File: src/rtl/seq_mult_param.sv
// Parametrised sequential shift-add multiplier.
// Operand A is taken from data_in with start and operand B with a later
// data_valid. The core always multiplies unsigned magnitudes. In signed
// mode the sign of the product is applied when the result is written.
//
// state  | meaning
// IDLE   | waiting for start, result is held
// LOAD_B | A captured, waiting for data_valid to supply B
// CALC   | WIDTH shift-add iterations
// DONE   | done pulse, result valid, start is accepted again
module seq_mult_param #(
    parameter int WIDTH = 8,
    parameter int CNT_W = $clog2(WIDTH + 1)
) (
    input  logic                 clk,
    input  logic                 rst,
    input  logic                 start,
    input  logic [WIDTH-1:0]     data_in,
    input  logic                 data_valid,
    input  logic                 signed_mode,
    output logic                 busy,
    output logic                 done,
    output logic [2*WIDTH-1:0]   result
);

    typedef enum logic [1:0] {
        S_IDLE   = 2'd0,
        S_LOAD_B = 2'd1,
        S_CALC   = 2'd2,
        S_DONE   = 2'd3
    } state_t;

    state_t               state;
    state_t               state_nxt;
    logic [WIDTH-1:0]     mcand;
    logic [2*WIDTH-1:0]   prod;
    logic [CNT_W-1:0]     cnt;
    logic                 mode;
    logic                 a_sign;
    logic                 neg;
    logic                 accept_a;
    logic                 accept_b;
    logic                 last_iter;
    logic [WIDTH:0]       sum;
    logic [2*WIDTH-1:0]   prod_shift;
    logic [2*WIDTH-1:0]   prod_final;

    // Convert to an unsigned magnitude. -2^(WIDTH-1) maps to 2^(WIDTH-1) exactly.
    function automatic logic [WIDTH-1:0] magnitude(input logic [WIDTH-1:0] v, input logic s);
        return (s && v[WIDTH-1]) ? WIDTH'(-v) : v;
    endfunction

    // State register.
    always_ff @(posedge clk or posedge rst) begin
        if (rst) state <= S_IDLE;
        else     state <= state_nxt;
    end

    // Next-state logic and control outputs.
    always_comb begin
        state_nxt = state;
        busy      = 1'b0;
        done      = 1'b0;
        accept_a  = 1'b0;
        accept_b  = 1'b0;
        case (state)
            S_IDLE: begin
                if (start) begin
                    accept_a  = 1'b1;
                    state_nxt = S_LOAD_B;
                end
            end
            S_LOAD_B: begin
                busy = 1'b1;
                if (data_valid) begin
                    accept_b  = 1'b1;
                    state_nxt = S_CALC;
                end
            end
            S_CALC: begin
                busy = 1'b1;
                if (last_iter) state_nxt = S_DONE;
            end
            S_DONE: begin
                busy = 1'b1;
                done = 1'b1;
                if (start) begin
                    accept_a  = 1'b1;
                    state_nxt = S_LOAD_B;
                end
                else begin
                    state_nxt = S_IDLE;
                end
            end
            default: state_nxt = S_IDLE;
        endcase
    end

    // One shift-add step. The WIDTH+1-bit sum keeps the carry out of the accumulator.
    always_comb begin
        last_iter  = (cnt == CNT_W'(WIDTH - 1));
        sum        = {1'b0, prod[2*WIDTH-1:WIDTH]} + (prod[0] ? {1'b0, mcand} : '0);
        prod_shift = {sum, prod[WIDTH-1:1]};
        prod_final = neg ? (2*WIDTH)'(-prod_shift) : prod_shift;
    end

    // Operand capture, iteration datapath and result register.
    always_ff @(posedge clk or posedge rst) begin
        if (rst) begin
            mcand  <= '0;
            prod   <= '0;
            cnt    <= '0;
            mode   <= 1'b0;
            a_sign <= 1'b0;
            neg    <= 1'b0;
            result <= '0;
        end
        else begin
            if (accept_a) begin
                mcand  <= magnitude(data_in, signed_mode);
                a_sign <= signed_mode & data_in[WIDTH-1];
                mode   <= signed_mode;
            end
            if (accept_b) begin
                prod <= {{WIDTH{1'b0}}, magnitude(data_in, mode)};
                neg  <= a_sign ^ (mode & data_in[WIDTH-1]);
                cnt  <= '0;
            end
            else if (state == S_CALC) begin
                prod <= prod_shift;
                cnt  <= cnt + CNT_W'(1);
                // The result is written on the last iteration edge so that it is valid during done.
                if (last_iter) result <= prod_final;
            end
        end
    end

endmodule

File: config.mk
export PLATFORM = sky130hd
export DESIGN_NAME = seq_mult_param
export DESIGN_NICKNAME = d
export VERILOG_FILES = /design/src/rtl/seq_mult_param.sv
export SDC_FILE = /design/constraint.sdc
export NUM_CORES = 1
export LEC_CHECK = 0
export ABC_CLOCK_PERIOD_IN_PS = 3000
export BUFFER_PORTS_ARGS = -buffer_cell sky130_fd_sc_hd__buf_2
export CAP_MARGIN = 20
export CORE_ASPECT_RATIO = 0.5
export CORE_MARGIN = 2
export CORE_UTILIZATION = 45
export DETAILED_ROUTE_END_ITERATION = 8
export GPL_TIMING_DRIVEN = 0
export PLACE_DENSITY = 0.66
export SLEW_MARGIN = 20
export SYNTH_ARGS = -nofsm -noshare
export SYNTH_HDL_FRONTEND = slang
export SYNTH_SLANG_ARGS = --single-unit
File: constraint.sdc
create_clock -name clk -period 3 [get_ports clk]
set_clock_uncertainty 0.15 [all_clocks]
set_input_delay 0.45 -clock clk [delete_from_list [all_inputs] [get_ports clk]]
set_output_delay 0.45 -clock clk [all_outputs]
set_load 0.05 [all_outputs]
### Yosys cells after proc, flatten, opt, wreduce, memory -nomap -nowiden

Index checks and enable logic that the tools add are counted.

| storage, ports and cells | value |
|---|---|
| input port bits | 13 |
| output and inout bits | 18 |
| word-level logic and storage cells | 50 |
| register bits | 49 |

| cells by class | value |
|---|---|
| muxes and demuxes | 19 |
| bitwise operators | 4 |
| reductions and logical operators | 8 |
| add/subtract/negate cells | 4 |
| equal/unequal tests | 7 |

Operators with widths:

| cell | count |
|---|---|
| 16-bit two-way mux | 3 |
| 8-bit two-way mux | 3 |
| 16-bit negation | 1 |
| 8-bit by 8-bit adder with 9-bit output | 1 |
| 4-bit two-way mux | 2 |
| 8-bit negation | 1 |
| 2-bit case mux with 4 select lines | 1 |
| 1-bit two-way mux | 7 |
| 2-bit two-way mux | 3 |
| 2-bit inequality test (second input constant) | 3 |
| 3-bit AND reduction | 2 |
| 4-bit by 1-bit adder with 4-bit output (second input constant) | 1 |
| 2-bit equality test (second input constant) | 2 |
| 4-bit by 3-bit equality test with 1-bit output (second input constant) | 1 |
| 3-bit OR reduction | 1 |
| 1-bit bitwise AND | 2 |
| 2-bit by 1-bit equality test with 1-bit output (second input constant) | 1 |
| 1-bit logical AND | 2 |
| 2-bit logical NOT | 1 |
| 2-bit nonzero test | 1 |
| 2-bit OR reduction | 1 |
| 1-bit NOT | 1 |
| 1-bit XOR | 1 |

### Depth between registers and ports, before layout

Gate-level depths: netlist (run 1).

| depth | value |
|---|---|
| word-level depth | 4 |
| mapped depth | 10 |
| mapped depth without buffers | 10 |

### Worst setup path after synthesis (run 1)

Ideal clock, no wire load.

| timing path | value |
|---|---|
| path type | reg2reg |
| start | reg prod[0] |
| end | reg result[15] |
| stages on the path, launching flop included | 10 |
| required time | 2.725 ns |
| clock period less this slack | 2.978 ns |
| arrival | 2.703 ns |
| setup slack | 0.022 ns |
| library setup time | 0.125 ns |
| buffers on the path | 0 |
| path through | dfrtp_1 and2_1 ha_1 a211o_1 a211o_1 a21o_1 a2111o_1 o41ai_2 xnor2_1 mux2_2 |

| on the way | value |
|---|---|
| word-level cells in the longest chain between the ends | 4 |

Ends and longest elaborated chain:

| element | line | text |
|---|---|---|
| from (decl) | 36 | `logic [2*WIDTH-1:0] prod;` |
| from (signal assigned) | 125 | `prod <= {{WIDTH{1'b0}}, magnitude(data_in, mode)};` |
| from (signal assigned) | 130 | `prod <= prod_shift;` |
| 8-bit two-way mux * | 102 | `sum = {1'b0, prod[2*WIDTH-1:WIDTH]} + (prod[0] ? {1'b0, mcand} : '0);` |
| 8-bit by 8-bit adder with 9-bit output * | 102 |  |
| 16-bit negation | 104 | `prod_final = neg ? (2*WIDTH)'(-prod_shift) : prod_shift;` |
| 16-bit two-way mux * | 104 |  |
| to (signal assigned) | 133 | `if (last_iter) result <= prod_final;` |
| to (decl) | 23 | `output logic [2*WIDTH-1:0] result` |

Every way passes the cells marked *; elsewhere a longest branch is shown, timed or not.
A chain may end at the register's enable or synchronous reset.

### Final worst setup path (run 1)

Same ends and word-level chain as after synthesis.

==> flow_metrics.env, run 1 <==
export IMPL_endpoint_kind="flop"
export IMPL_cp_arrival_ns=2.93
export IMPL_p_per_area_mw_per_mm2=1090
export IMPL_globalplace_congestion=0.789
export IMPL_status="finished, violations left"
export IMPL_holdWs_ns=-0.00193
export IMPL_diodes=0
export IMPL_dp_worst_setup_slack_ns=-0.238
export IMPL_syn_area_mm2=0.00291
export IMPL_synthFlopType="dfrtp_1"
export IMPL_rows=20
export IMPL_crit_chain="and2_4 -> ha_4 -> a211o_1 -> a211o_1 -> a21o_1 -> a2111o_1 -> o41ai_2 -> xnor2_1 -> mux2_4"
export IMPL_final_cells=446
export IMPL_io_pins=31
export IMPL_period_share_pct=96.9
export IMPL_critPathLaunchType="flop"
export IMPL_synth_seq_cells=49
export IMPL_cpMostUsedCell="a211o_1"
export IMPL_ff_latch_area_mm2=0.00123
export IMPL_synth_cell_types=41
export IMPL_core_mm2=0.00616
export IMPL_via_per_inst=5.33
export IMPL_cts_path_max_buffers=2
export IMPL_utilization_pct=56.5
export IMPL_place_area_mm2=0.00319
export IMPL_dr_pass1_iters=4
export IMPL_cts_hold_buf=0
export IMPL_wl_um=6750
export IMPL_die_h_um=60.9
export IMPL_synth_edf_count=0
export IMPL_ys_seq_area_share_pct=42.1
export IMPL_synth_area_leaders="dfrtp_1 42%, ha_1 6.9%, o21ai_0 6.9%"
export IMPL_drtAntennaViolNets=0
export IMPL_multi_input_area_mm2=0.00171
export IMPL_clock_root_buffer="clkbuf_16"
export IMPL_fp_dieW_um=118
export IMPL_fin_area_mm2=0.00348
export IMPL_setup_viol=0
export IMPL_grt_usage_pct=20.2
export IMPL_dieArea_mm2=0.00717
export IMPL_synthCells=316
export IMPL_hp_class="in2async"
export IMPL_path_class="reg2reg"
export IMPL_max_slew_margin_pct=48.9
export IMPL_cts_tree="yes"
export IMPL_grt_pass1_vias=2326
export IMPL_drv_slew=0
export IMPL_synth_top_area_share_pct=42.1
export IMPL_ys_warnings_count=0
export IMPL_max_freq_ghz=0.344
export IMPL_crit_family="compound AO/OA/AOI/OAI gates"
export IMPL_ir_drop_mv=0.445
export IMPL_drc=0
export IMPL_fin_crit_ns=2.91
export IMPL_worst_slew_pin_slew_ns=0.767
export IMPL_drt_iter0_drc=169
export IMPL_leakage_uw=0.00162
export IMPL_async_flop_share_pct=100
export IMPL_path_max_fanout=8
export IMPL_synth_area_per_cell_um2=9.22
export IMPL_fillers=541
export IMPL_cts_sinks=49
export IMPL_start_util_pct=47.3
export IMPL_critPathBufInv=0
export IMPL_fin_nets=387
export IMPL_synth_largest_area_cell="dfrtp_1"
export IMPL_synth_most_common_cell="dfrtp_1"
export IMPL_dpl_cell_count=435
export IMPL_max_cap_viol_count=0
export IMPL_post_dp_hpwl_um=5130
export IMPL_synth_nets=346
export IMPL_grt_first_pass_wirelength_um=11300
export IMPL_layout_setup_ws_ns=0.0938
export IMPL_port_buffers=30
export IMPL_drive_above_1_share_pct=18.2
export IMPL_clock_latency_ns=0.29
export IMPL_grt_max_degree=32
export IMPL_netlist_top_cells_count="49 x dfrtp_1, 47 x nand2_1, 40 x o21ai_0"
export IMPL_hold_viol=5
export IMPL_h_tree_depth=2
export IMPL_cts_reportedPaths_clkPinSlew_ns=0.07
export IMPL_crit_slowest_cell="dfrtp_2"
export IMPL_wl_per_cell_um=15.1
export IMPL_slowest_delay_ns=0.45
export IMPL_cts_made_buffers=5
export IMPL_syn_to_final_growth_pct=19.5
export IMPL_violations="hold timing"
export IMPL_antenna_found_initial=0
export IMPL_grt_overflow=0
export IMPL_vias=2379
export IMPL_worstPathRequired_ns=3.02
export IMPL_rsz0062_at_grt="yes"
layout make-up:
cell class                      instances  share of cell area, %
Clock inverter                          2                  0.288
Tap cell                               88                   3.16
Inverter                               14                   1.51
Multi-Input combinational cell        240                   49.1
Sequential cell                        49                   35.3
Clock buffer                            6                   3.70
Buffer                                 13                   1.40
Timing Repair Buffer                   34                   5.54
timing repair:
item                                    in CTS  in global routing
pin swaps                                    9                  3
resized for setup                           16                  4
gates cloned                                 0                  0
endpoints found under the setup margin       4                  3
setup buffers                                3                  0
cells in the final DEF (no fill, tap or decap), drive strengths merged, types with 7 or more instances in the layout:
cell    Yosys  routed
and2       10      10
buf         2      36
clkbuf     11      17
dfrtp      49      49
ha         16      16
inv        14      14
mux2i      18      18
nand2      47      47
nand3       7       7
nor2       26      26
o21ai      40      40
xnor2      11      11
xor2       21      21
registers in the layout (all words and copies together) (netlist names):
register and count:
prod 16, result 16, mcand 8, mode 1, neg 1, cnt 4
state 2, a_sign 1
report_power, final:
group	switching [µW]	internal [µW]	total, µW	leakage, µW
registers	252	928	1180	0.000639
clock network	237	307	543	0.0000706
logic	1290	797	2090	0.000908
total	1780	2030	3810	0.00162
cells by family after synthesis:
group	count (synthesis)	share of synthesized area, %
flip-flops	49	42.1
multiplexers	20	6.96
AO/OA/AOI/OAI	66	14.2
XOR/XNOR	32	9.62
buffers and inverters	27	3.48
adder cells (fa/ha/maj)	17	7.56
AND/OR/NAND/NOR	105	16.1
stage by stage:
step	total power, µW	TNS, ns
2_1_floorplan	2570	0
3_3_place_gp	2960	-0.260
3_5_place_dp	3050	-0.525
4_1_cts	3740	-0.0183
5_1_grt	4110	-0.0723
6_report	3810	0
worst register-to-register path: cells and delay by family, from the launching register on:
family	cells	cell delay (ns)
AO/OA/AOI/OAI	5	1.43
flip-flops	1	0.45
multiplexers	1	0.27
adder cells (fa/ha/maj)	1	0.20
AND/OR/NAND/NOR	1	0.17
XOR/XNOR	1	0.10
metal layers:
| layer | vias to the layer above | routed length (µm) | GRT usage (%) |
|---|---|---|---|
| li1 | 1161 | - | - |
| met1 | 1148 | 3530 | 28.3 |
| met2 | 60 | 2860 | 33.1 |
| met3 | 10 | 289 | 4.04 |
| met4 | 0 | 74 | 4.65 |
| met5 | - | 0 | 0 |
worst paths after layout:
kind	startpoint	to	slack (ns)	cells after the start
min in group clk	data_in[0]	prod[0]	0.29	3
max	prod[0]	result[15]	0.09	9
max in group asynchronous	rst	mcand[7]	2.19	3
min	rst	result[2]	-0.002	2
max reg2reg	prod[0]	result[15]	0.09	9
min reg2reg	result[10]	result[10]	0.32	2
No activity file was read; power rests on OpenSTA's default activity.
==> inputs of run 2 (changes only) <==
--- a/config.mk
+++ b/config.mk
@@ -8,11 +8,9 @@
 export ABC_CLOCK_PERIOD_IN_PS = 3000
 export BUFFER_PORTS_ARGS = -buffer_cell sky130_fd_sc_hd__buf_2
 export CAP_MARGIN = 20
-export CORE_ASPECT_RATIO = 0.5
 export CORE_MARGIN = 2
 export CORE_UTILIZATION = 45
 export DETAILED_ROUTE_END_ITERATION = 8
-export GPL_TIMING_DRIVEN = 0
 export PLACE_DENSITY = 0.66
 export SLEW_MARGIN = 20
 export SYNTH_ARGS = -nofsm -noshare
==> constraint.sdc (replaced) <==
create_clock -name clk -period 3 [get_ports clk]
set_clock_uncertainty 0.15 [all_clocks]
set_input_delay 0.45 -clock clk [delete_from_list [all_inputs] [get_ports clk]]
set_output_delay 0.45 -clock clk [all_outputs]
set_load 0.01 [all_outputs]
==> run 2 against run 1 <==
Against the previous run: the flow now finishes without violations; core utilization is 2.1 points lower; wire length is 16% lower; register-to-register slack worse by 0.07 ns; largest power group unchanged; highest routed layer unchanged.
==> flow_metrics.env, run 2 (synthesized netlist as in run 1, its figures left out) <==
export IMPL_diodes=0
export IMPL_wl_um=5650
export IMPL_post_dp_hpwl_um=4260
export IMPL_grt_pass1_vias=2151
export IMPL_path_class="reg2reg"
export IMPL_setup_viol=0
export IMPL_die_h_um=84.5
export IMPL_utilization_pct=54.4
export IMPL_status="complete, no violations"
export IMPL_worst_slew_pin_slew_ns=0.832
export IMPL_drive_above_1_share_pct=21.2
export IMPL_max_slew_margin_pct=44.4
export IMPL_via_per_inst=5.21
export IMPL_port_buffers=30
export IMPL_p_per_area_mw_per_mm2=989
export IMPL_leakage_uw=0.00164
export IMPL_hp_class="in2async"
export IMPL_max_cap_viol_count=0
export IMPL_clock_root_buffer="clkbuf_8"
export IMPL_antenna_found_initial=0
export IMPL_grt_usage_pct=17.1
export IMPL_hold_viol=0
export IMPL_globalplace_congestion=0.882
export IMPL_wl_per_cell_um=13.0
export IMPL_cts_sinks=49
export IMPL_max_freq_ghz=0.336
export IMPL_setup_tns_ns=0
export IMPL_dieArea_mm2=0.00713
export IMPL_rsz0062_at_grt="yes"
export IMPL_drc=0
export IMPL_drtAntennaViolNets=0
export IMPL_fin_nets=387
export IMPL_endpoint_kind="flop"
export IMPL_h_tree_depth=2
export IMPL_worst_r2r_endpoint="result[15]"
export IMPL_dr_pass1_iters=6
export IMPL_cp_arrival_ns=3.02
export IMPL_worstPathRequired_ns=3.05
export IMPL_start_util_pct=46.1
export IMPL_critPathLaunchType="flop"
export IMPL_io_pins=31
export IMPL_fillers=614
export IMPL_grt_overflow=0
export IMPL_layout_commonest_cell="dfrtp_1"
export IMPL_drt_iter0_drc=126
export IMPL_worst_r2r_path_depth=9
export IMPL_cts_path_max_buffers=2
export IMPL_cts_made_buffers=5
export IMPL_ir_drop_mv=0.511
export IMPL_clock_latency_ns=0.30
export IMPL_rows=29
export IMPL_reg2reg_from="prod[0]"
export IMPL_period_share_pct=99.2
export IMPL_grt_first_pass_wirelength_um=9850
export IMPL_grt_max_degree=50
export IMPL_drv_slew=0
export IMPL_mostFrequentLayoutCells="49 x dfrtp_1, 47 x nand2_1, 40 x o21ai_0"
export IMPL_cts_reportedPaths_clkPinSlew_ns=0.09
export IMPL_syn_to_final_growth_pct=18.0
export IMPL_r2r_slack_ns=0.03
export IMPL_vias=2267
export IMPL_cts_tree="yes"
export IMPL_path_max_fanout=5
export IMPL_fp_dieW_um=84.5
export IMPL_core_mm2=0.00631
export IMPL_reg_largest_list="prod: 16 flops, result: 16 flops, mcand: 8 flops"
export IMPL_fin_crit_ns=2.97
## run 2: cell count changes in the layout (fill, tap and decap cells not counted), moves of 2 or more
cell	before	now
buf_4	3	16
clkbuf_1	12	0
clkbuf_8	0	6
clkbuf_16	5	0
buf_1	2	0
## run 2: metrics by stage
step	hold slack (ns)	instance area [µm²]	instances	setup WS, ns	power [µW]
after floorplan	0.292	2910	316	0.0220	2310
after global placement	0.306	3230	426	0.0159	2830
after detailed placement	0.315	3230	426	-0.0195	2880
after CTS	0.227	3330	434	0.0618	3300
after global routing	0.198	3440	435	-0.116	3730
final	0.128	3440	435	0.0252	3400
## run 2: worst max path at each step
stage               startpoint          to  slack, ns
finish                 prod[0]  result[15]       0.03
detailed placement     prod[0]  result[15]      -0.02
global route           prod[0]  result[15]      -0.12
global placement       prod[0]  result[15]       0.02
floorplan              prod[0]  result[15]       0.02
CTS                    prod[0]  result[15]       0.06
## run 2: layout make-up
type / count / area [µm²] / area share (%)
clock buffers: 6 / 82.6 / 2.40
clock inverters: 2 / 13.8 / 0.400
repair buffers: 47 / 282 / 8.19
well taps: 77 / 96.3 / 2.80
multi-input cells: 240 / 1680 / 49.0
inverters: 14 / 53.8 / 1.57
flip-flops and latches: 49 / 1230 / 35.7
## run 2: report_power, final
group / switching [µW] / internal (µW)
clock: 218 / 187
combinational: 939 / 878
sequential: 252 / 924
total: 1410 / 1990
## run 2: worst max-delay path, cell delays in order (launching register included)
cell      delay [ns]
dfrtp_1         0.43
and2_4          0.17
ha_4            0.20
a211o_1         0.26
a211o_1         0.31
a21o_1          0.20
a2111o_1        0.39
o41ai_2         0.38
xnor2_1         0.11
mux2_4          0.27
## run 2: repair_timing
action | in CTS | in global routing
pin swaps | 1 | 8
endpoints found under the setup margin | 2 | 3
setup buffers | 0 | 1
hold buffers | 0 | 0
gates resized for setup | 1 | 17
## run 2: routing by layer
| metal | track usage [%] | routed length, µm | share of wire (%) | vias up |
|---|---|---|---|---|
| met5 | 0 | 0 | 0 | - |
| met2 | 27.2 | 2590 | 46 | 42 |
| met3 | 2.06 | 204 | 3.6 | 6 |
| met1 | 24.0 | 2770 | 49 | 1055 |
| li1 | - | - | - | 1164 |
| met4 | 6.93 | 88 | 1.6 | 0 |
